===== src/rtl/twos_to_signmag_norm.sv =====
// Two's-complement to sign/magnitude conversion with iterative left normalization.
// Latency: 2 + shifts edges, accept edge included. One word in flight; in_ready low until the result is taken.
module twos_to_signmag_norm #(
    parameter int W  = 49,
    parameter int EW = 10
) (
    input  logic          clk,
    input  logic          rst_n,
    input  logic          in_valid,
    output logic          in_ready,
    input  logic [W-1:0]  in_data,
    input  logic [EW-1:0] in_exp,
    output logic          out_valid,
    input  logic          out_ready,
    output logic          out_sign,
    output logic [W-1:0]  out_mag,
    output logic [EW-1:0] out_exp,
    output logic          out_zero,
    output logic          out_denorm
);

    typedef enum logic [1:0] {IDLE, NORM, DONE} state_t;

    localparam logic [W-1:0]  MAG_ONE = W'(1);
    localparam logic [EW-1:0] EXP_ONE = EW'(1);

    state_t        state_q;
    logic          sign_q;
    logic [W-1:0]  mag_q;
    logic [EW-1:0] exp_q;
    logic          zero_q;
    logic          denorm_q;
    logic [W-1:0]  in_abs;

    // The most negative value negates to itself, which is already the correct magnitude.
    assign in_abs = in_data[W-1] ? (~in_data + MAG_ONE) : in_data;

    always_ff @(posedge clk or negedge rst_n) begin
        if (!rst_n) begin
            state_q  <= IDLE;
            sign_q   <= 1'b0;
            mag_q    <= '0;
            exp_q    <= '0;
            zero_q   <= 1'b0;
            denorm_q <= 1'b0;
        end else begin
            case (state_q)
                IDLE: begin
                    if (in_valid) begin
                        sign_q   <= in_data[W-1];
                        mag_q    <= in_abs;
                        exp_q    <= in_exp;
                        zero_q   <= 1'b0;
                        denorm_q <= 1'b0;
                        state_q  <= NORM;
                    end
                end
                NORM: begin
                    if (mag_q == '0) begin
                        zero_q  <= 1'b1;
                        sign_q  <= 1'b0;
                        exp_q   <= '0;
                        state_q <= DONE;
                    end else if (mag_q[W-1]) begin
                        state_q <= DONE;
                    end else if (exp_q == '0) begin
                        denorm_q <= 1'b1;
                        state_q  <= DONE;
                    end else begin
                        mag_q <= {mag_q[W-2:0], 1'b0};
                        exp_q <= exp_q - EXP_ONE;
                    end
                end
                DONE: begin
                    if (out_ready) begin
                        state_q <= IDLE;
                    end
                end
                default: state_q <= IDLE;
            endcase
        end
    end

    assign in_ready   = (state_q == IDLE);
    assign out_valid  = (state_q == DONE);
    assign out_sign   = sign_q;
    assign out_mag    = mag_q;
    assign out_exp    = exp_q;
    assign out_zero   = zero_q;
    assign out_denorm = denorm_q;

endmodule


===== config.mk =====
export PLATFORM = sky130hd
export DESIGN_NAME = twos_to_signmag_norm
export DESIGN_NICKNAME = d
export VERILOG_FILES = /design/src/rtl/twos_to_signmag_norm.sv
export SDC_FILE = /design/constraint.sdc
export NUM_CORES = 1
export LEC_CHECK = 0
export CAP_MARGIN = 20
export CORE_UTILIZATION = 52
export CTS_CLUSTER_SIZE = 40
export DETAILED_ROUTE_END_ITERATION = 16
export HOLD_SLACK_MARGIN = 0.03
export PLACE_DENSITY_LB_ADDON = 0.08
export SLEW_MARGIN = 20
export SYNTH_ARGS = -nofsm -noshare
export SYNTH_HDL_FRONTEND = slang
export SYNTH_SLANG_ARGS = --single-unit

===== constraint.sdc =====
create_clock -name clk -period 4.28 [get_ports clk]
set_clock_uncertainty 0.1 [all_clocks]
set_input_delay 0.642 -clock clk [delete_from_list [all_inputs] [get_ports clk]]
set_output_delay 0.642 -clock clk [all_outputs]
set_load 0.01 [all_outputs]

==> results of run 1 <==
-- sequential cells by signal, summed over array words and instances (netlist names) --
| name | cells |
|---|---|
| out_denorm | 1 |
| out_exp | 10 |
| out_mag | 49 |
| out_sign | 1 |
| out_zero | 1 |
| state_q | 2 |
-- synth_stat cells, types with 8 or more instances --
library cell  number
xor2_1            25
dfrtp_1           64
o21ai_1            8
nand2_1           46
inv_1             10
nor2_1            55
a221oi_1          12
o21ai_0           35
xnor2_1           13
a21oi_1           23
nor3_1            13
mux2i_1            8
clkbuf_1          23
nor4_1            18
o31ai_1           14
nand4_1           10
nand3_1           10
o22ai_1            8
a22oi_1           23
-- stage by stage --
step           instance area [sq um]  hold slack, ns  power (mW)  utilization
3_3_place_gp                    5640           0.392        3.21        0.719
3_5_place_dp                    5640           0.416        3.26        0.719
2_1_floorplan                   4300           0.246        2.24            -
6_report                        5810           0.179        3.75        0.740
5_1_grt                         5810           0.240        3.98        0.740
4_1_cts                         5810           0.407        3.73        0.740
-- cell families after synthesis --
| kind of cell | after synthesis | share of synthesized area |
|---|---|---|
| AOI/OAI and AO/OA | 158 | 0.255 |
| xor gates and xnor gates | 38 | 0.0774 |
| adders and majority gates | 2 | 0.00582 |
| buffers and inverters | 40 | 0.0370 |
| DFF | 64 | 0.373 |
| muxes | 8 | 0.0186 |
| and+or+nand+nor | 192 | 0.234 |
-- power by group through the flow --
stage	clock network, mW	logic [mW]	registers (mW)
final	0.468	2.00	1.28
after global routing	0.494	2.17	1.32
after CTS	0.466	1.99	1.27
after detailed placement	0	1.99	1.27
after global placement	0	1.94	1.26
after floorplan	0	0.930	1.31
-- metal layers --
metal / part of all wire / global-route usage
met1: 0.42 / 0.448
met2: 0.47 / 0.536
met5: 0 / 0
met3: 0.088 / 0.0419
met4: 0.023 / 0.140
-- critical path, delay by kind of cell, from the launching register on --
family | cells | cell delay (ns)
AO/OA/AOI/OAI | 1 | 0.15
flip-flops | 1 | 0.42
AND/OR/NAND/NOR | 4 | 2.52
-- final cells by class --
cell class,count,area share
repair buffers,135,0.228
clock inverters,6,0.00625
inverters,10,0.00646
well taps,102,0.0220
clock buffers,10,0.0220
multi-input cells,398,0.439
flip-flops and latches,64,0.276
-- how the worst min path moves through the flow --
stage,startpoint,to,slack (ns),cells past startpoint
after detailed placement,out_denorm,out_denorm,0.42,2
after global placement,out_denorm,out_denorm,0.39,2
final,rst_n,out_mag[33],0.18,1
after CTS,rst_n,out_mag[35],0.41,1
after floorplan,rst_n,out_denorm,0.25,0
after global routing,rst_n,out_mag[35],0.24,1
==> summary.txt, run 1 <==
Outcome
  • Outcome: completed

Floorplan
  • CORE AREA: 7850 sq um
  • Initial core utilization: 0.548
  • Io pins: 127
  • Die area: around 8600 sq um
  • # rows: 32
  • Die height: a little over 90 um
  • Die width: 92.9 um

Placed design
  • Hpwl dp: 10100 um
  • Post-placement cell count: 709
  • Gpl congestion: 0.921
  • Port Buffers: ~130
  • Worst slack at placement: 0.849 ns

Timing
  • Worst-margin pin slew: 1.11 ns
  • Tcrit/Tclk final: 0.761
  • Final hold viol count: 0
  • Maximum clock rate: 0.307 GHz
  • Final setup fails: 0
  • RSZ-0062 raised after global routing: no
  • Max Slew Vio Count: 0
  • TNS Setup: 0 ns
  • Fin worst setup slack: 1.02 ns
  • Slew margin rel.: 0.257
  • Minimum clock period: between 3 and 4 ns

Synth
  • Syn Nets: 567
  • Syn Area/Cell: 8.56 sq um
  • Mapped Area: roughly 4300 sq um
  • Mapped Cells: roughly 500
  • Unique masters post-synth: 54
  • Post-synth ARST share: 1.00
  • Number of synthesized flops with an enable pin: 0
  • Share of Yosys cell area claimed by the top area cell type: 0.373
  • Sequential area share after synthesis: 0.373
  • Seq cells post-synth: 64
  • Commonest register cell after synthesis: dfrtp_1
  • Ys Warns: 0
  • Top post-synthesis cells by area: dfrtp_1 (37%), xor2_1 (5.1%), nor2_1 (4.8%)
  • Synth area leader: dfrtp_1

Detailed routing
  • Antenna viol nets, final: 0
  • Drt via density: 6.52
  • Initial DRT Pass Iterations: 5
  • Total wire length: ~14000 um
  • Initial DRC count: 370
  • DRC errors left: 0
  • Via count: 4730
  • WL/cell: 19.5 um

Cells and area
  • Layout cell share with drive strength beyond 1: 0.0594
  • Nets: 683
  • Most common cell after layout, fill and taps aside: clkdlybuf4s50_1
  • # fillers: 635
  • Non-filler cells in the finished layout: 725
  • Area of the multi-input gates: 2550 sq um
  • Area Growth Syn to Fin: 35.1%
  • N_diodes: 0
  • Reg area: around 1600 sq um
  • Most frequent cells in the layout: clkdlybuf4s50_1 (125), dfrtp_1 (64), nor2_1 (55)

Clock tree
  • CTS Hold Buffers Added: 0
  • Worst-path clk slew: 0.08 ns
  • Setup fix buffers added after clock tree synthesis: 0
  • Root Buffer: clkbuf_8
  • Clock latency on the worst-skew pair: 0.36 ns
  • PostCTS Resize Cnt: 0
  • Clock Sink Count: 64
  • CTS tree: built
  • Num CTS Buffers: 9
  • Bufs on Longest Clock Path: 2
  • H-tree levels: 3

Critical path
  • Critical path, cell by cell: nand2b_1, nor3b_4, nand2_1, nor3b_1, a221o_1
  • Slowest CP cell: nor3b_4
  • Endpoint class of the critical path: flop
  • Data required time of the critical path: ~4.5 ns
  • Crit path arrival time: 3.45 ns
  • Setup slack, reg-to-reg: around 1 ns
  • Critical path class: reg2reg
  • Crit path max fanout: 23
  • Crit path to: out_exp[2]
  • Critical path launch point type: flop
  • Worst reg2reg path depth: 5
  • CP max stage delay: 1.04 ns
  • Worst R2R End: out_exp[2]
  • RR Startpoint: state_q[1]
  • Crit path from: state_q[1]

Global route
  • Total GRT Usage: 0.332
  • Vias in the first global route: 4373
  • Largest net degree at the start of global routing: 46
  • GRT overflow: 0
  • Initial antenna violation count: 0
  • First-pass GRT wire length: 22300 um

Pwr
  • P_leak: 2.22 nW
  • Flop pwr share: 0.342
  • Part of the power in combinational logic: 0.534
  • Sw Ratio: 0.439
  • P_sw: 1.65 mW
  • Part of the power in the clock network: 0.125
  • Peak VDD IR: 0.000430 V
  • P_int: 2.10 mW
  • P per Cell Area: 645 nW/um^2

Job
  • Max_cap viols: 0

Hold path
  • Min-delay worst type: in2async
No activity file was read; power rests on OpenSTA's default activity.
==> run 2, diff against run 1 <==
Settings changed: CORE_UTILIZATION 52 to 48.
Clock period 4.28 ns to 3.36 ns, I/O delays scaled along.
==> run 2 against run 1 <==
Final area is 3.7% higher. Sequential cell count stayed put. Via count up 0.19%. Combinational power up 29%. Critical path depth rose by 7. Routed wire length increased by 3.2%.
==> summary.txt, run 2 (same netlist as run 1, synthesis figures left out) <==
Global route
  • GRT overflow: 0 (unchanged)
  • Largest net degree at the start of global routing: 65 (was 46)
  • Total GRT Usage: 0.316 (was 0.332)
  • Vias in the first global route: 4586 (was 4373)
  • Initial antenna violation count: 0 (unchanged)
  • First-pass GRT wire length: 23700 um (was 22300 um)

Detailed routing
  • Antenna viol nets, final: 0 (unchanged)
  • Total wire length: 14600 um (was 14100 um)
  • WL met1: 6110 um (was 5860 um)
  • Initial DRT Pass Iterations: 5 (unchanged)
  • DRC errors left: 0 (unchanged)
  • Met2 WL: 7090 um (was 6690 um)
  • WL/cell: 19.4 um (was 19.5 um)
  • Drt via density: 6.32 (was 6.52)
  • Met3 wire length: 1030 um (was 1240 um)
  • Max layer used: met4 (unchanged)
  • Via count: 4739 (was 4730)
  • Initial DRC count: 282 (was 370)

Pwr
  • P per Cell Area: 826 nW/um^2 (was 645 nW/um^2)
  • Peak VDD IR: 0.000444 V (was 0.000430 V)
  • Total power: 4.98 mW (was 3.75 mW)
  • Part of the power in the clock network: 0.151 (was 0.125)
  • Flop pwr share: 0.327 (was 0.342)
  • Part of the power in combinational logic: 0.521 (was 0.534)
  • P_sw: 2.10 mW (was 1.65 mW)
  • Sw Ratio: 0.422 (was 0.439)
  • P_leak: 2.34 nW (was 2.22 nW)
  • P_int: 2.88 mW (was 2.10 mW)

Critical path
  • WP buf/inv: 5 (was 0)
  • Critical path launch point type: flop (unchanged)
  • Crit path arrival time: 3.07 ns (was 3.45 ns)
  • Endpoint class of the critical path: flop (unchanged)
  • Data required time of the critical path: 3.50 ns (was 4.47 ns)
  • Critical path class: reg2reg (unchanged)
  • Crit path max fanout: 19 (was 23)
  • Critical Path Most Common Cell: buf_4
  • CP max stage delay: 0.43 ns (was 1.04 ns)
  • Critical path, cell by cell: inv_1, ha_1, nor4b_2, buf_4, nand3_1, o21a_1, nand2_1, buf_4, inv_1, buf_4, nor2_1, nor2_1 (was nand2b_1, nor3b_4, nand2_1, nor3b_1, a221o_1)
  • CP top delay family: buffers and inverters (was simple AND/OR/NAND/NOR gates)
  • Slowest CP cell: dfrtp_1 (was nor3b_4)

Placed design
  • Gpl congestion: 0.931 (was 0.921)
  • Post-placement cell count: 734 (was 709)
  • Hpwl dp: 10400 um (was 10100 um)
  • Placed cell areas: 5800 sq um (was 5640 sq um)
  • Port Buffers: 126 (unchanged)
  • Worst slack at placement: 0.235 ns (was 0.849 ns)

Timing
  • Slew margin rel.: 0.371 (was 0.257)
  • RSZ-0062 raised after global routing: no (unchanged)
  • Minimum clock period: 2.92 ns (was 3.26 ns)
  • Final setup fails: 0 (unchanged)
  • Final hold viol count: 0 (unchanged)
  • Worst-margin pin slew: 0.943 ns (was 1.11 ns)
  • Fin worst setup slack: 0.436 ns (was 1.02 ns)
  • Max Slew Vio Count: 0 (unchanged)
  • Tcrit/Tclk final: 0.870 (was 0.761)
  • Maximum clock rate: 0.342 GHz (was 0.307 GHz)
  • Hold_ws: 0.227 ns (was 0.179 ns)
  • TNS Setup: 0 ns (unchanged)

Clock tree
  • Worst-path clk slew: 0.08 ns (about the same)
  • Num CTS Buffers: 9 (unchanged)
  • CTS tree: built (unchanged)
  • H-tree levels: 3 (unchanged)
  • Clock Sink Count: 64 (unchanged)
  • Bufs on Longest Clock Path: 2 (unchanged)
  • Setup fix buffers added after clock tree synthesis: 0 (unchanged)
  • CTS Hold Buffers Added: 0 (unchanged)
  • Clock latency on the worst-skew pair: 0.35 ns (was 0.36 ns)
  • PostCTS Resize Cnt: 0 (unchanged)
  • Root Buffer: clkbuf_8 (unchanged)

Cells and area
  • Core Util, Final: 0.694 (was 0.740)
  • Area Growth Syn to Fin: 40.2% (was 35.1%)
  • Post-route cell area: 6020 sq um (was 5810 sq um)
  • Non-filler cells in the finished layout: 750 (was 725)
  • N_diodes: 0 (unchanged)
  • Max FFs per register: 49 (unchanged)
  • Nets: 702 (was 683)
  • Most common cell after layout, fill and taps aside: clkdlybuf4s50_1 (unchanged)
  • Most frequent cells in the layout: clkdlybuf4s50_1 (125), dfrtp_1 (64), nor2_1 (55) (unchanged)
  • Layout cell share with drive strength beyond 1: 0.0888 (was 0.0594)

Floorplan
  • # rows: 34 (was 32)
  • Io pins: 127 (unchanged)
  • CORE AREA: 8680 sq um (was 7850 sq um)
  • Die area: 9340 sq um (was 8630 sq um)
  • Initial core utilization: 0.495 (was 0.548)
  • Die height: 96.6 um (was 92.9 um)
  • Die width: 96.6 um (was 92.9 um)

Hold path
  • Min-delay worst type: in2async (unchanged)

Job
  • Max_cap viols: 0 (unchanged)

Outcome
  • Outcome: completed (unchanged)
run 2: cell count changes in the layout (fill, tap and decap cells not counted):
| cell | delta |
|---|---|
| buf_12 | +1 |
| clkinv_4 | +2 |
| clkinvlp_4 | -1 |
| bufinv_16 | +2 |
| clkinv_2 | -2 |
| buf_4 | +17 |
| buf_2 | +1 |
| clkbuf_1 | -1 |
run 2: area by class of cell:
cell class | instances | area, sq um
Tap cell | 108 | 135
Clock inverter | 7 | 96.3
Inverter | 10 | 37.5
Fill cell | 729 | 2650
Sequential cell | 64 | 1600
Clock buffer | 9 | 124
Timing Repair Buffer | 154 | 1480
Multi-Input combinational cell | 398 | 2550
run 2: path summary, 6_finish.rpt:
kind	from	end	slack (ns)	depth (start not counted)
setup / recovery	out_exp[0]	out_mag[9]	0.44	12
hold / removal	rst_n	out_mag[34]	0.23	2
setup reg to reg	out_exp[0]	out_mag[9]	0.44	12
hold reg to reg	out_denorm	out_denorm	0.41	2
max in group asynchronous	rst_n	out_exp[0]	2.34	2
min in group clk	out_denorm	out_denorm	0.41	2
run 2: power by group through the flow:
stage                     registers, mW  clock network, mW  logic, mW
after global placement             1.62                  0       2.53
after CTS                          1.62              0.759       2.59
after detailed placement           1.63                  0       2.58
after floorplan                    1.67                  0       1.18
after global routing               1.68              0.791       2.82
final                              1.63              0.753       2.59
run 2: per-layer routing:
layer  global-route usage  vias up
li1                     -     2171
met1                0.416     2323
met2                0.515      212
met3               0.0578       33
met4                0.126        0
met5                    0        -
==> run 3, diff against run 2 <==
Settings changed: CAP_MARGIN 20 to default.
==> results of run 3 <==
Final layout, timing and power as in run 2 (identical DEF).
